==> src/rtl/retry_fsm_pkg.sv <==
// Shared types and elaboration helpers for the retry_fsm job controller.
package retry_fsm_pkg;

    typedef enum logic [1:0] {
        IDLE    = 2'd0,
        BUSY    = 2'd1,
        BACKOFF = 2'd2,
        FAILED  = 2'd3
    } state_t;

    // Bits needed to hold values 0..n-1, never less than one.
    function automatic int clog2_min1(input int n);
        return (n <= 2) ? 1 : $clog2(n);
    endfunction

    function automatic int max2(input int a, input int b);
        return (a > b) ? a : b;
    endfunction

endpackage

==> src/rtl/retry_fsm_if.sv <==
// Job-start handshake, downstream request/ack and status bundle of retry_fsm.
interface retry_fsm_if
    import retry_fsm_pkg::*;
#(
    parameter int ID_WIDTH    = 4,
    parameter int MAX_RETRIES = 3
);
    localparam int RC_W = clog2_min1(MAX_RETRIES + 1);

    logic                start_valid_i;
    logic                start_ready_o;
    logic [ID_WIDTH-1:0] start_id_i;
    logic                req_o;
    logic [ID_WIDTH-1:0] req_id_o;
    logic                ack_i;
    logic                clear_i;
    logic                done_o;
    logic                fail_o;
    logic [RC_W-1:0]     retry_cnt_o;
    state_t              state_o;

    // The controller itself sits on the slave side.
    modport slave (
        input  start_valid_i, start_id_i, ack_i, clear_i,
        output start_ready_o, req_o, req_id_o, done_o, fail_o, retry_cnt_o, state_o
    );

    modport master (
        output start_valid_i, start_id_i, ack_i, clear_i,
        input  start_ready_o, req_o, req_id_o, done_o, fail_o, retry_cnt_o, state_o
    );

endinterface

==> src/rtl/retry_timer.sv <==
// Loadable down-counter that sticks at zero; terminal flag marks the last cycle of a window.
module retry_timer #(
    parameter int W = 2
) (
    input  logic         clk_i,
    input  logic         rst_i,
    input  logic         load_i,
    input  logic [W-1:0] load_val_i,
    input  logic         dec_i,
    output logic         term_o
);

    logic [W-1:0] cnt_q;
    logic [W-1:0] cnt_d;

    // Load wins over decrement; zero is sticky so the counter never wraps.
    always_comb begin
        cnt_d = cnt_q;
        if (load_i) begin
            cnt_d = load_val_i;
        end else if (dec_i && (cnt_q != '0)) begin
            cnt_d = cnt_q - W'(1);
        end
    end

    always_ff @(posedge clk_i) begin
        if (rst_i) begin
            cnt_q <= '0;
        end else begin
            cnt_q <= cnt_d;
        end
    end

    assign term_o = (cnt_q == '0);

endmodule

==> src/rtl/retry_fsm.sv <==
// Issues a tagged downstream request, retrying with a backoff gap on timeout until success or failure.
module retry_fsm
    import retry_fsm_pkg::*;
#(
    parameter int ID_WIDTH       = 4,
    parameter int TIMEOUT_CYCLES = 16,
    parameter int BACKOFF_CYCLES = 4,
    parameter int MAX_RETRIES    = 3
) (
    input  logic      clk_i,
    input  logic      rst_i,
    retry_fsm_if.slave bus
);

    localparam int RC_W  = clog2_min1(MAX_RETRIES + 1);
    localparam int TMR_W = clog2_min1(max2(TIMEOUT_CYCLES, BACKOFF_CYCLES));

    // The timer is loaded with length-1 so its terminal flag lands on the final cycle.
    localparam logic [TMR_W-1:0] TO_LOAD = TMR_W'(TIMEOUT_CYCLES - 1);
    localparam logic [TMR_W-1:0] BO_LOAD = TMR_W'(BACKOFF_CYCLES - 1);
    localparam logic [RC_W-1:0]  RC_MAX  = RC_W'(MAX_RETRIES);

    state_t              state_q, state_d;
    logic                req_q, req_d;
    logic                done_q, done_d;
    logic                fail_q, fail_d;
    logic [ID_WIDTH-1:0] id_q, id_d;
    logic [RC_W-1:0]     rc_q, rc_d;

    logic                tmr_load;
    logic                tmr_dec;
    logic [TMR_W-1:0]    tmr_val;
    logic                tmr_term;

    retry_timer #(
        .W (TMR_W)
    ) u_timer (
        .clk_i      (clk_i),
        .rst_i      (rst_i),
        .load_i     (tmr_load),
        .load_val_i (tmr_val),
        .dec_i      (tmr_dec),
        .term_o     (tmr_term)
    );

    always_comb begin
        state_d  = state_q;
        id_d     = id_q;
        rc_d     = rc_q;
        done_d   = 1'b0;
        tmr_load = 1'b0;
        tmr_dec  = 1'b0;
        tmr_val  = TO_LOAD;

        case (state_q)
            IDLE: begin
                if (bus.start_valid_i) begin
                    state_d  = BUSY;
                    id_d     = bus.start_id_i;
                    rc_d     = '0;
                    tmr_load = 1'b1;
                end
            end
            // Priority: clear, then ack (so a last-cycle ack still succeeds), then timeout.
            BUSY: begin
                if (bus.clear_i) begin
                    state_d = IDLE;
                end else if (bus.ack_i) begin
                    state_d = IDLE;
                    done_d  = 1'b1;
                end else if (tmr_term) begin
                    if (rc_q < RC_MAX) begin
                        state_d  = BACKOFF;
                        rc_d     = rc_q + RC_W'(1);
                        tmr_load = 1'b1;
                        tmr_val  = BO_LOAD;
                    end else begin
                        state_d = FAILED;
                    end
                end else begin
                    tmr_dec = 1'b1;
                end
            end
            BACKOFF: begin
                if (bus.clear_i) begin
                    state_d = IDLE;
                end else if (tmr_term) begin
                    state_d  = BUSY;
                    tmr_load = 1'b1;
                end else begin
                    tmr_dec = 1'b1;
                end
            end
            FAILED: begin
                if (bus.clear_i) begin
                    state_d = IDLE;
                end
            end
            default: begin
                state_d = IDLE;
            end
        endcase

        // Registered level outputs follow the state being entered.
        req_d  = (state_d == BUSY);
        fail_d = (state_d == FAILED);
    end

    always_ff @(posedge clk_i) begin
        if (rst_i) begin
            state_q <= IDLE;
            req_q   <= 1'b0;
            done_q  <= 1'b0;
            fail_q  <= 1'b0;
            id_q    <= '0;
            rc_q    <= '0;
        end else begin
            state_q <= state_d;
            req_q   <= req_d;
            done_q  <= done_d;
            fail_q  <= fail_d;
            id_q    <= id_d;
            rc_q    <= rc_d;
        end
    end

    assign bus.start_ready_o = (state_q == IDLE) && !rst_i;
    assign bus.req_o         = req_q;
    assign bus.req_id_o      = id_q;
    assign bus.done_o        = done_q;
    assign bus.fail_o        = fail_q;
    assign bus.retry_cnt_o   = rc_q;
    assign bus.state_o       = state_q;

endmodule

==> src/flat_wrapper.sv <==
// flat-port wrapper written by rule: the top's interface ports become plain ports
module retry_fsm_flat import retry_fsm_pkg::*;
#(
    parameter int ID_WIDTH       = 4,
    parameter int TIMEOUT_CYCLES = 16,
    parameter int BACKOFF_CYCLES = 4,
    parameter int MAX_RETRIES    = 3
)
  (clk_i, rst_i, bus_start_valid_i, bus_start_id_i, bus_ack_i, bus_clear_i, bus_start_ready_o, bus_req_o, bus_req_id_o, bus_done_o, bus_fail_o, bus_retry_cnt_o, bus_state_o);
  retry_fsm_if #(.ID_WIDTH(ID_WIDTH), .MAX_RETRIES(MAX_RETRIES)) bus_i ();
  input  logic clk_i;
  input  logic rst_i;
  input wire logic [$bits(bus_i.start_valid_i)-1:0] bus_start_valid_i;
  input wire logic [$bits(bus_i.start_id_i)-1:0] bus_start_id_i;
  input wire logic [$bits(bus_i.ack_i)-1:0] bus_ack_i;
  input wire logic [$bits(bus_i.clear_i)-1:0] bus_clear_i;
  output wire logic [$bits(bus_i.start_ready_o)-1:0] bus_start_ready_o;
  output wire logic [$bits(bus_i.req_o)-1:0] bus_req_o;
  output wire logic [$bits(bus_i.req_id_o)-1:0] bus_req_id_o;
  output wire logic [$bits(bus_i.done_o)-1:0] bus_done_o;
  output wire logic [$bits(bus_i.fail_o)-1:0] bus_fail_o;
  output wire logic [$bits(bus_i.retry_cnt_o)-1:0] bus_retry_cnt_o;
  output wire logic [$bits(bus_i.state_o)-1:0] bus_state_o;
  assign bus_i.start_valid_i = bus_start_valid_i;
  assign bus_i.start_id_i = bus_start_id_i;
  assign bus_i.ack_i = bus_ack_i;
  assign bus_i.clear_i = bus_clear_i;
  assign bus_start_ready_o = bus_i.start_ready_o;
  assign bus_req_o = bus_i.req_o;
  assign bus_req_id_o = bus_i.req_id_o;
  assign bus_done_o = bus_i.done_o;
  assign bus_fail_o = bus_i.fail_o;
  assign bus_retry_cnt_o = bus_i.retry_cnt_o;
  assign bus_state_o = bus_i.state_o;
  retry_fsm #(.ID_WIDTH(ID_WIDTH), .TIMEOUT_CYCLES(TIMEOUT_CYCLES), .BACKOFF_CYCLES(BACKOFF_CYCLES), .MAX_RETRIES(MAX_RETRIES)) u_core (.clk_i(clk_i), .rst_i(rst_i), .bus(bus_i));
endmodule
==> config.mk <==
export PLATFORM = sky130hd
export DESIGN_NAME = retry_fsm_flat
export DESIGN_NICKNAME = d
export VERILOG_FILES = /design/src/rtl/retry_fsm_pkg.sv /design/src/rtl/retry_fsm_if.sv /design/src/rtl/retry_timer.sv /design/src/rtl/retry_fsm.sv /design/src/flat_wrapper.sv
export SDC_FILE = /design/constraint.sdc
export NUM_CORES = 1
export LEC_CHECK = 0
export ABC_AREA = 0
export BUFFER_PORTS_ARGS = -buffer_cell sky130_fd_sc_hd__buf_2
export CAP_MARGIN = 20
export CELL_PAD_IN_SITES_DETAIL_PLACEMENT = 1
export CELL_PAD_IN_SITES_GLOBAL_PLACEMENT = 1
export CORE_MARGIN = 5
export CORE_UTILIZATION = 33
export CTS_CLUSTER_DIAMETER = 80
export DETAILED_ROUTE_END_ITERATION = 10
export PLACE_DENSITY = 0.71
export SLEW_MARGIN = 20
export SYNTH_ARGS = -nofsm -noshare
export SYNTH_HDL_FRONTEND = slang
export SYNTH_SLANG_ARGS = --single-unit
==> constraint.sdc <==
create_clock -name clk_i -period 1.8 [get_ports clk_i]
set_clock_uncertainty 0.05 [all_clocks]
set_input_delay 0.36 -clock clk_i [delete_from_list [all_inputs] [get_ports clk_i]]
set_output_delay 0.36 -clock clk_i [all_outputs]
set_load 0.005 [all_outputs]
==> results.txt <==
The run finished with clean final reports. STA puts the critical path data arrival time at 1.95 ns. After floorplanning, the core was sized to cover 2432 um^2. The aggregate global routing overflow is 0. The worst hold path terminates at u_core.bus.req_id_o[3].

In this run, post-CTS hold repair placed 0 buffers. The synthesized area per cell is 8.602 um^2. For the global-route total usage across every layer, the log shows 0.1460. The depth of the CTS H-tree is 1, and the count of state elements after synthesis is 15. For the final instance count without filler cells, the log shows 164. The via count of the first global-routing pass was 887; the antenna diode count was 0.

In this run the worst path has a maximum fanout of 4. After detailed routing, the number of remaining DRC violations is 0. Setup repair after global routing could not meet its margin everywhere.

Max-slew headroom at the worst pin: 0.6867. STA classifies the critical path endpoint as a flop. The number of synthesis warnings was 0; the share of layout cells above drive strength 1 was 0.4403. Synthesis produced a netlist whose cell count is 96. The number of cells after detailed placement was 156.

The start point of the worst hold path is bus_start_id_i[3]. The number of clock buffers added by TritonCTS is 3. From synthesis to final layout, the design area changed by 40.30%.

Yosys mapped a number of flops with a built-in enable equal to 0. For the sequential fraction of the synthesis area, the log shows 0.3636. The tools report the count of final hold-check violations as 0. The final-stage net count is 150, and the clock period minus worst slack is 1.765 ns. The count of final max-slew check failures came out at 0. The setup violation total in the final timing report is 0. The number of antenna violations at the first check in global routing came out at 0.

Clock latency on the worst-skew pair, taken at its later pin, is 0.29 ns. After routing the design area is 1159 um^2. The portion of the clock cycle consumed by the worst path in the final layout was 0.9808. The vias per cell is 5.140, and the static leakage is 0.5079 nW. Summing all placed instances gives a cell area of 1046 um^2. The starting utilization of the core area was 0.3395. After clock tree synthesis, the clock-pin slew on the worst setup and hold paths is 0.10 ns. The number of sinks handled by clock tree synthesis was 15; the overall routed net length was 2276 um. Total power density per cell area: 824.1 nW/um^2. The final weighted congestion in routability-driven placement is 0.8083. 21 I/O pins were placed.

The flip-flop cell with the highest count after synthesis was sky130_fd_sc_hd__dfxtp_1. Port buffering added 20 buffers. The number of detailed-route iterations in the first pass is 3. Detailed placement ended at an HPWL of 1765 um. TritonCTS built the clock tree. The critical path is of the reg -> reg type.

The fraction of registers with async set or reset after synthesis is 0. At the placement stage, the worst setup path has a slack of -0.03019 ns. The buffer levels on the longest clock path was 2.

Commonest non-fill, non-tap cell in the layout: sky130_fd_sc_hd__buf_2. For this block, the via count after detailed routing is 843. The endpoint of the lowest-slack register-to-register path was u_core.bus.state_o[1].

For the minimum setup slack among reg-to-reg paths, the log shows 0.03 ns. In the post-route analysis, the smallest setup slack over all paths is 0.03450 ns. After detailed routing, the average wire length per cell comes to 13.88 um. The critical path startpoint category is a flop. For the max-capacitance violation count, the log shows 0. The number of cells on the worst reg-to-reg path is 6.

Entering global routing, the biggest net connects 14 pins. Worst hold margin: 0.2582 ns. The run gives 825.8 um^2 as the combined area of all synthesized cells. Across the VDD grid, the largest voltage drop is 0.3841 mV. At the pin with the least slew margin, the transition time is 0.4634 ns. The number of cells on the worst hold path was 3.

The first global-routing pass estimated 3877 um of wire. In this run the vertical extent of the chip is 60.03 um. The die covers 3603 um^2.

Yosys mapped the design onto 29 distinct sky130hd cell types. Timing would allow up to 566.4 MHz. Path category of the worst min-delay check: in -> reg. In this run the clock root is driven by a sky130_fd_sc_hd__clkbuf_4. The logs give 1.99 ns for the required time reported for the critical path endpoint and 6 for the DRC marker count from the first detailed-route iteration. The startpoint identified for the worst register-to-register timing path is u_core.u_timer.cnt_q[0]. The top cell types in the final layout, fill and taps aside, are sky130_fd_sc_hd__buf_2 (20), sky130_fd_sc_hd__buf_4 (15), sky130_fd_sc_hd__dfxtp_1 (11). Synthesis produced a netlist with a net count of 111.

The die width came out at 60.03 um. The initialized floorplan defines 18 standard-cell rows. The final design utilization is 0.4763, and the remaining antenna violation count is 0.
==> power by group <==
group / internal [mW] / switching [mW]
logic: 0.190 / 0.166
clock network: 0.0827 / 0.116
registers: 0.370 / 0.0303
==> synthesized netlist by cell type (all sizes together), types with 2 or more instances <==
library cell,instances,area (um^2)
a21oi,10,50.05
clkbuf,2,7.510
dfxtp,15,300.3
ha,6,75.07
inv,5,18.77
mux2i,2,20.02
nand2,5,18.77
nand2b,4,25.02
nand3,5,25.02
nor2,5,18.77
nor2b,9,56.30
nor3b,2,15.01
nor4b,2,17.52
o211ai,2,15.01
o21ai,6,30.03
or3,3,18.77
==> worst max-delay path, stage by stage, from the launching register on <==
cell	delay [ns]
sky130_fd_sc_hd__dfxtp_2	0.33
sky130_fd_sc_hd__inv_2	0.07
sky130_fd_sc_hd__ha_4	0.14
sky130_fd_sc_hd__or4b_4	0.46
sky130_fd_sc_hd__or3_4	0.33
sky130_fd_sc_hd__a32oi_2	0.19
sky130_fd_sc_hd__nor2b_1	0.15
==> cell families after synthesis <==
family / count (synthesis) / synth area share
flops: 15 / 0.3636
fa+ha+maj: 6 / 0.09091
buf+inv: 7 / 0.03182
xor+xnor: 1 / 0.01061
simple gates: 39 / 0.2727
compound gates: 25 / 0.1924
mux: 3 / 0.03788
==> through the flow <==
stage,total power [mW],setup TNS [ns]
after floorplan,0.5701,0
after global routing,1.027,-0.2265
after CTS,0.9515,0
after detailed placement,0.7067,-0.04306
after global placement,0.6954,0
final,0.9548,0
==> registers in the layout (all words and copies together), names as in the netlist <==
signal / count
u_core.bus.done_o: 1
u_core.bus.retry_cnt_o: 2
u_core.bus.req_id_o: 4
u_core.bus.state_o: 2
u_core.bus.req_o: 1
u_core.bus.fail_o: 1
u_core.u_timer.cnt_q: 4
==> final cells by class <==
cell class	count	area (um^2)
clock buffer	3	22.52
clock inverter	1	5.005
fill	300	1274
inverter	5	18.77
multi-input combinational	74	543.0
sequential	15	307.8
tap	30	37.54
timing repair buffer	36	224.0
==> metal layers <==
| metal | global-route usage | vias to the layer above | share of wire |
|---|---|---|---|
| li1 | - | 420 | - |
| met1 | 0.1530 | 402 | 0.42 |
| met2 | 0.2670 | 17 | 0.51 |
| met3 | 0.03888 | 4 | 0.048 |
| met4 | 0.06646 | 0 | 0.021 |
| met5 | 0 | - | 0 |
==> timing repair <==
item                                   in CTS  in global routing
pin swaps                                   3                  3
endpoints found under the hold margin       0                  0
setup endpoints to repair                   4                  8
buffers inserted                            1                  3
resized for setup                          16                  4
==> worst max-delay path by stage <==
| stage | startpoint | to | slack, ns | cells past startpoint |
|---|---|---|---|---|
| CTS | u_core.u_timer.cnt_q[1] | u_core.bus.state_o[1] | 0.02 | 6 |
| global placement | u_core.u_timer.cnt_q[0] | u_core.u_timer.cnt_q[1] | 0.007 | 6 |
| global route | u_core.u_timer.cnt_q[0] | u_core.bus.fail_o | -0.08 | 6 |
| finish | u_core.u_timer.cnt_q[0] | u_core.bus.state_o[1] | 0.03 | 6 |
| floorplan | u_core.u_timer.cnt_q[0] | u_core.u_timer.cnt_q[1] | 0.01 | 6 |
| detailed placement | u_core.u_timer.cnt_q[0] | u_core.u_timer.cnt_q[1] | -0.03 | 6 |
(Power assumes the default switching activity.)
